--- src/rtl/bram_fifo_ctrl.sv ---
// Single-clock FIFO controller driving one dual-port bram as storage, with a
// registered output-valid stage. Define BRAM_FIFO_CTRL_LEVEL_EN to add o_level.
module bram_fifo_ctrl #(
    parameter int unsigned DATA_SZ = 16,
    parameter int unsigned ADDR_SZ = 8
) (
    input  logic               i_clk,
    input  logic               i_rst_n,
    input  logic               i_valid,
    output logic               o_ready,
    input  logic [DATA_SZ-1:0] i_data,
    output logic               o_valid,
    input  logic               i_ready,
    output logic [DATA_SZ-1:0] o_data,
    output logic               o_wr_en,
    output logic [ADDR_SZ-1:0] o_waddr,
    output logic [DATA_SZ-1:0] o_wdata,
    output logic               o_rd_en,
    output logic [ADDR_SZ-1:0] o_raddr,
    input  logic [DATA_SZ-1:0] i_rdata,
    output logic               o_full,
    output logic               o_empty
`ifdef BRAM_FIFO_CTRL_LEVEL_EN
    ,
    output logic [ADDR_SZ:0]   o_level
`endif
);

    localparam int unsigned PTR_SZ = ADDR_SZ + 1;

    logic [PTR_SZ-1:0] r_wp;
    logic [PTR_SZ-1:0] r_rp;
    logic              r_valid;

    logic w_empty;
    logic w_full;
    logic w_wr;
    logic w_rd;

    // Extra pointer MSB distinguishes a full ring from an empty one.
    assign w_empty = (r_wp == r_rp);
    assign w_full  = (r_wp[ADDR_SZ] != r_rp[ADDR_SZ]) &&
                     (r_wp[ADDR_SZ-1:0] == r_rp[ADDR_SZ-1:0]);

    assign w_wr = i_valid & ~w_full;
    assign w_rd = ~w_empty & (~r_valid | i_ready);

    assign o_ready = ~w_full;
    assign o_full  = w_full;
    assign o_empty = w_empty;
    assign o_wr_en = w_wr;
    assign o_waddr = r_wp[ADDR_SZ-1:0];
    assign o_wdata = i_data;
    assign o_rd_en = w_rd;
    assign o_raddr = r_rp[ADDR_SZ-1:0];
    assign o_data  = i_rdata;
    assign o_valid = r_valid;

    // Pointers and the output stage; bram holds rdata whenever no read is issued.
    always_ff @(posedge i_clk or negedge i_rst_n) begin
        if (!i_rst_n) begin
            r_wp    <= '0;
            r_rp    <= '0;
            r_valid <= 1'b0;
        end else begin
            if (w_wr) begin
                r_wp <= r_wp + PTR_SZ'(1);
            end
            if (w_rd) begin
                r_rp <= r_rp + PTR_SZ'(1);
            end
            r_valid <= w_rd | (r_valid & ~i_ready);
        end
    end

`ifdef BRAM_FIFO_CTRL_LEVEL_EN
    logic [PTR_SZ-1:0] r_level;

    // Moving a word into the output stage leaves the level unchanged; only consumption lowers it.
    always_ff @(posedge i_clk or negedge i_rst_n) begin
        if (!i_rst_n) begin
            r_level <= '0;
        end else begin
            r_level <= r_level + PTR_SZ'(w_wr) - PTR_SZ'(r_valid & i_ready);
        end
    end

    assign o_level = r_level;
`endif

endmodule

--- config.mk ---
export PLATFORM = sky130hd
export DESIGN_NAME = bram_fifo_ctrl
export DESIGN_NICKNAME = d
export VERILOG_FILES = /design/src/rtl/bram_fifo_ctrl.sv
export SDC_FILE = /design/constraint.sdc
export NUM_CORES = 1
export LEC_CHECK = 0
export CAP_MARGIN = 5
export CORE_ASPECT_RATIO = 0.75
export CORE_MARGIN = 2
export CORE_UTILIZATION = 55
export CTS_CLUSTER_DIAMETER = 40
export DETAILED_ROUTE_END_ITERATION = 10
export DONT_BUFFER_PORTS = 1
export PLACE_DENSITY = 0.66
export REMOVE_ABC_BUFFERS = 1
export SLEW_MARGIN = 20
export SYNTH_ARGS = -nofsm -noshare
export SYNTH_HDL_FRONTEND = slang
export SYNTH_SLANG_ARGS = --single-unit
--- constraint.sdc ---
create_clock -name i_clk -period 2.7 [get_ports i_clk]
set_input_delay 0.54 -clock i_clk [delete_from_list [all_inputs] [get_ports i_clk]]
set_output_delay 0.54 -clock i_clk [all_outputs]
set_load 0.05 [all_outputs]
# == Yosys cells after proc, flatten, opt, wreduce, memory -nomap -nowiden ==
# Index checks and enable logic that the tools add are counted.
# Widths: inputs -> output; s select.
# word_totals
ff_bits,19
output_inout_bits,54
wordCells,18
# classes
n_reduce_logical,1
bitwise_logic,9
add_sub_neg,2
n_eq_ne,3
# ops
operator,n
$add 9x1->9 const B,2
$eq 9x9->1,1
$eq 8x8->1,1
$not 1->1,4
$and 1x1->1,3
$or 1x1->1,2
$logic_and 1x1->1,1
$ne 1x1->1,1

# == Longest topological paths before layout ==
# logic_depth
word_depth,4
ltp_mapped,8

# == Worst setup path before layout ==
# OpenSTA, ideal clock, no wires.
# synth_timing
kind,reg-to-output
from,register r_rp[2]
to,output port o_wr_en
path_stages_with_launch,9
slack_ns,0.111
n_path_buf,1
required_ns,2.160
arrival_time_ns,2.049
path_cell_list,dfrtp_1 > buf_6 > xnor2_2 > nand4_2 > nor3_2 > nand2_2 > clkinv_2 > nand2b_4 > inv_1
# synth_via
elab_chain_len,4
# synth_lines
item,line_no,source
"start, declared",32,logic [PTR_SZ-1:0] r_rp;
"start signal, assigned",70,r_rp <= r_rp + PTR_SZ'(1);
$eq 8x8->1,43,(r_wp[ADDR_SZ-1:0] == r_rp[ADDR_SZ-1:0]);
$logic_and 1x1->1,42,assign w_full = (r_wp[ADDR_SZ] != r_rp[ADDR_SZ]) &&
$not 1->1,--,
via o_ready,10,"output logic o_ready,"
$and 1x1->1,45,assign w_wr = i_valid & ~w_full;
"end, declared",15,"output logic o_wr_en,"
# The timed path passes the listed nets, and every way through them passes these cells.

# == Final worst setup path ==
# layout_timing
from,register r_rp[1]
to,output port o_wr_en
# layout_via
elab_chain_len,4
# layout_lines
item,line_no
$eq 8x8->1,43
$logic_and 1x1->1,42
$not 1->1,45
$and 1x1->1,45
# Every way passes these cells.

==> run_results.csv <==
group,metric,value,unit
clock_tree,numCtsBuffers,3,
critical_path,crit_type,"reg2out",
timing,fmax,0.4006,GHz
critical_path,path_max_fanout,4,
logic_synthesis,ys_ff_latch,19,
drt,routedWlPerCell,20.55,um
logic_synthesis,async_flop_share,100.0,%
final_layout,design_area,1254,um^2
floorplanning,die_height,47.76,um
global_routing,grt_pass1_wl,4809,um
final_layout,n_fill_cell,224,
global_routing,grtUsageTotal,22.76,%
critical_path,end_kind,"output port",
clock_tree,ctsResizeCount,0,
drt,drt_iter0_markers,13,
floorplanning,ios,90,
floorplanning,die_area,2977,um^2
placed_design,place_ws,535.3,ps
drt,routed_via_density,5.336,
timing,worst_slack,204.0,ps
run_status,status,"finished, final reports clean",
final_layout,multi_input_area,540.5,um^2
critical_path,reg2reg_depth,8,
timing,rsz0062_at_grt,"false",
floorplanning,die_w,62.34,um
logic_synthesis,syn-instance-count,143,
final_layout,drive_above_1_share,27.97,%
logic_synthesis,yosysSeqAreaShare,33.87,%
placed_design,dp_hpwl,2507,um
final_layout,layout.nets,157,
timing,period_share,92.44,%
drt,drt_pass1_iterations,4,
drt,ant_nets,0,
logic_synthesis,yosys-top-cells-area,"dfrtp_1, buf_4, xor2_1",
final_layout,antennaDiodeCount,0,
clock_tree,clk_pin_slew,110,ps
final_layout,final_cell_count_no_fill,152,
global_routing,antenna_found_initial,0,
placed_design,placed_cells,147,
timing,layout_min_cycle_time,2496,ps
critical_path,worstReg2RegEnd,"r_wp[6]",
placed_design,placedInstanceArea,1217,um^2
global_routing,grt_overflow,0,
logic_synthesis,syn_avg_cell_area,9.817,um^2
timing,hold_viol_final,0,
logic_synthesis,yosysWarnings,0,
floorplanning,std_cell_rows,15,
logic_synthesis,synth_top_flop_cell,"dfrtp_1",
critical_path,r2r_setup_slack,770,ps
clock_tree,htreeDepth,1,
pwr,p_per_area,1361,nW/um^2
drt,wl,3123,um
final_layout,syn2layout_area_growth,-10.70,%
placed_design,portBuffers,0,
drt,num_vias,811,
final_layout,seqCellArea,475.5,um^2
critical_path,arrival,1960,ps
min_path,hold_path.class,"in2reg",
logic_synthesis,synth_edf_count,0,
min_path,worst_hold_path.endpoint,"r_wp[0]",
floorplanning,core_area,2365,um^2
min_path,hp-start,"i_valid",
timing,clock_skew,7.377,ps
logic_synthesis,yosys.area.top_type,"dfrtp_1",
global_routing,grt_pass1_vias,859,
clock_tree,cts.sinks,19,
clock_tree,ctsHoldBuffers,1,
clock_tree,cts_buffer_depth,2,
global_routing,grt_max_degree,20,
pwr,vdd_drop_max,0.0007120,V
pwr,p_leak,0.5664,nW
clock_tree,clock_latency,300,ps
placed_design,gp_congestion,0.7744,
timing,setup_viol,0,
drt,drc,0,
critical_path,cp.required,2160,ps
floorplanning,start_util,59.37,%
timing,hold-worst-slack,385.0,ps
pwr,power,0.001706,W
min_path,hold_depth,2,
flow_run,maxCapViolCount,0,
timing,worst_slew_pin_slew,859.8,ps
clock_tree,cts_tree,"yes",
logic_synthesis,synth_cell_type_count,34,
logic_synthesis,synth_top_area_share,33.87,%
timing,slew_headroom,42.49,%
timing,slew_viol_final,0,
critical_path,critPathLaunchType,"flop",
logic_synthesis,syn_area,1404,um^2
clock_tree,cts_setup_buffers,0,
clock_tree,root_buffer,"clkbuf_4",
critical_path,reg2reg_from,"r_rp[1]",
## state kept, by name (all words and copies together) (netlist names)
register	cells
o_valid	1
r_wp	9
r_rp	9
## worst max-delay path: stages, from the launching register on
cell and delay, ps:
dfrtp_1 400, xnor2_1 190, nand4_2 170, nor3_2 370
nand2_2 110, clkinv_2 80, nand2b_4 130, inv_1 200
## layer usage
layer	track usage, %	vias up	wire length (um)
li1	-	371	-
met3	23.06	2	626
met4	2.667	0	11
met2	30.43	68	1178
met5	1.563	-	0
met1	26.03	370	1306
## worst max path at each step
stage | startpoint | end | slack (ps)
2_1_floorplan | r_rp[2] | o_wr_en | -170
3_3_place_gp | r_rp[1] | o_wr_en | 600
3_5_place_dp | r_rp[1] | o_wr_en | 540
4_1_cts | r_rp[1] | o_wr_en | 190
5_1_grt | r_rp[1] | o_wr_en | 80
6_report | r_rp[1] | o_wr_en | 200
## cell type report
| type | count | area share (%) |
|---|---|---|
| Clock buffer | 4 | 2.096 |
| Tap cell | 34 | 3.393 |
| Sequential cell | 19 | 37.92 |
| Timing Repair Buffer | 20 | 12.18 |
| Multi-Input combinational cell | 71 | 43.11 |
| Inverter | 4 | 1.297 |
## logic make-up (layout without fill, tap and decap cells)
| kind of cell | Yosys count | after routing | share of synthesized area (%) |
|---|---|---|---|
| buf+inv | 53 | 28 | 27.63 |
| simple gates | 38 | 38 | 16.94 |
| xor+xnor | 22 | 22 | 14.26 |
| flops | 19 | 19 | 33.87 |
| compound gates | 5 | 5 | 2.228 |
| mux | 4 | 4 | 3.297 |
| fa+ha+maj | 2 | 2 | 1.782 |
## report_power, final
group / switching (W) / leakage, nW / total (W) / internal [W]
clock: 0.0000851 / 0.0150 / 0.000143 / 0.0000575
combinational: 0.000730 / 0.332 / 0.00107 / 0.000341
sequential: 0.0000908 / 0.219 / 0.000492 / 0.000401
## Yosys cell counts, types with 2 or more instances
cell     number
o21ai_0       2
nor3_1        6
mux2i_1       2
dfrtp_1      19
buf_4        48
xnor2_1       8
inv_1         3
ha_1          2
nand3_1       6
xor2_1       13
nand4_1       2
nor2_1        3
nand2_1       8
## stage by stage
step           util [%]  TNS (ps)
3_5_place_dp      51.48         0
5_1_grt           53.02         0
3_3_place_gp      51.48         0
2_1_floorplan         -    -387.4
4_1_cts           53.02         0
6_report          53.02         0
## cells in the final DEF, fill, tap and decap left out, types with 2 or more instances in the layout
cell	Yosys	final
buf_4	48	19
clkbuf_4	0	3
dfrtp_1	19	19
ha_1	2	2
inv_1	3	3
mux2i_1	2	2
nand2_1	8	8
nand3_1	6	6
nand4_1	2	2
nor2_1	3	3
nor3_1	6	6
o21ai_0	2	2
xnor2_1	8	8
xor2_1	13	13
No activity file was read; power rests on OpenSTA's default activity.
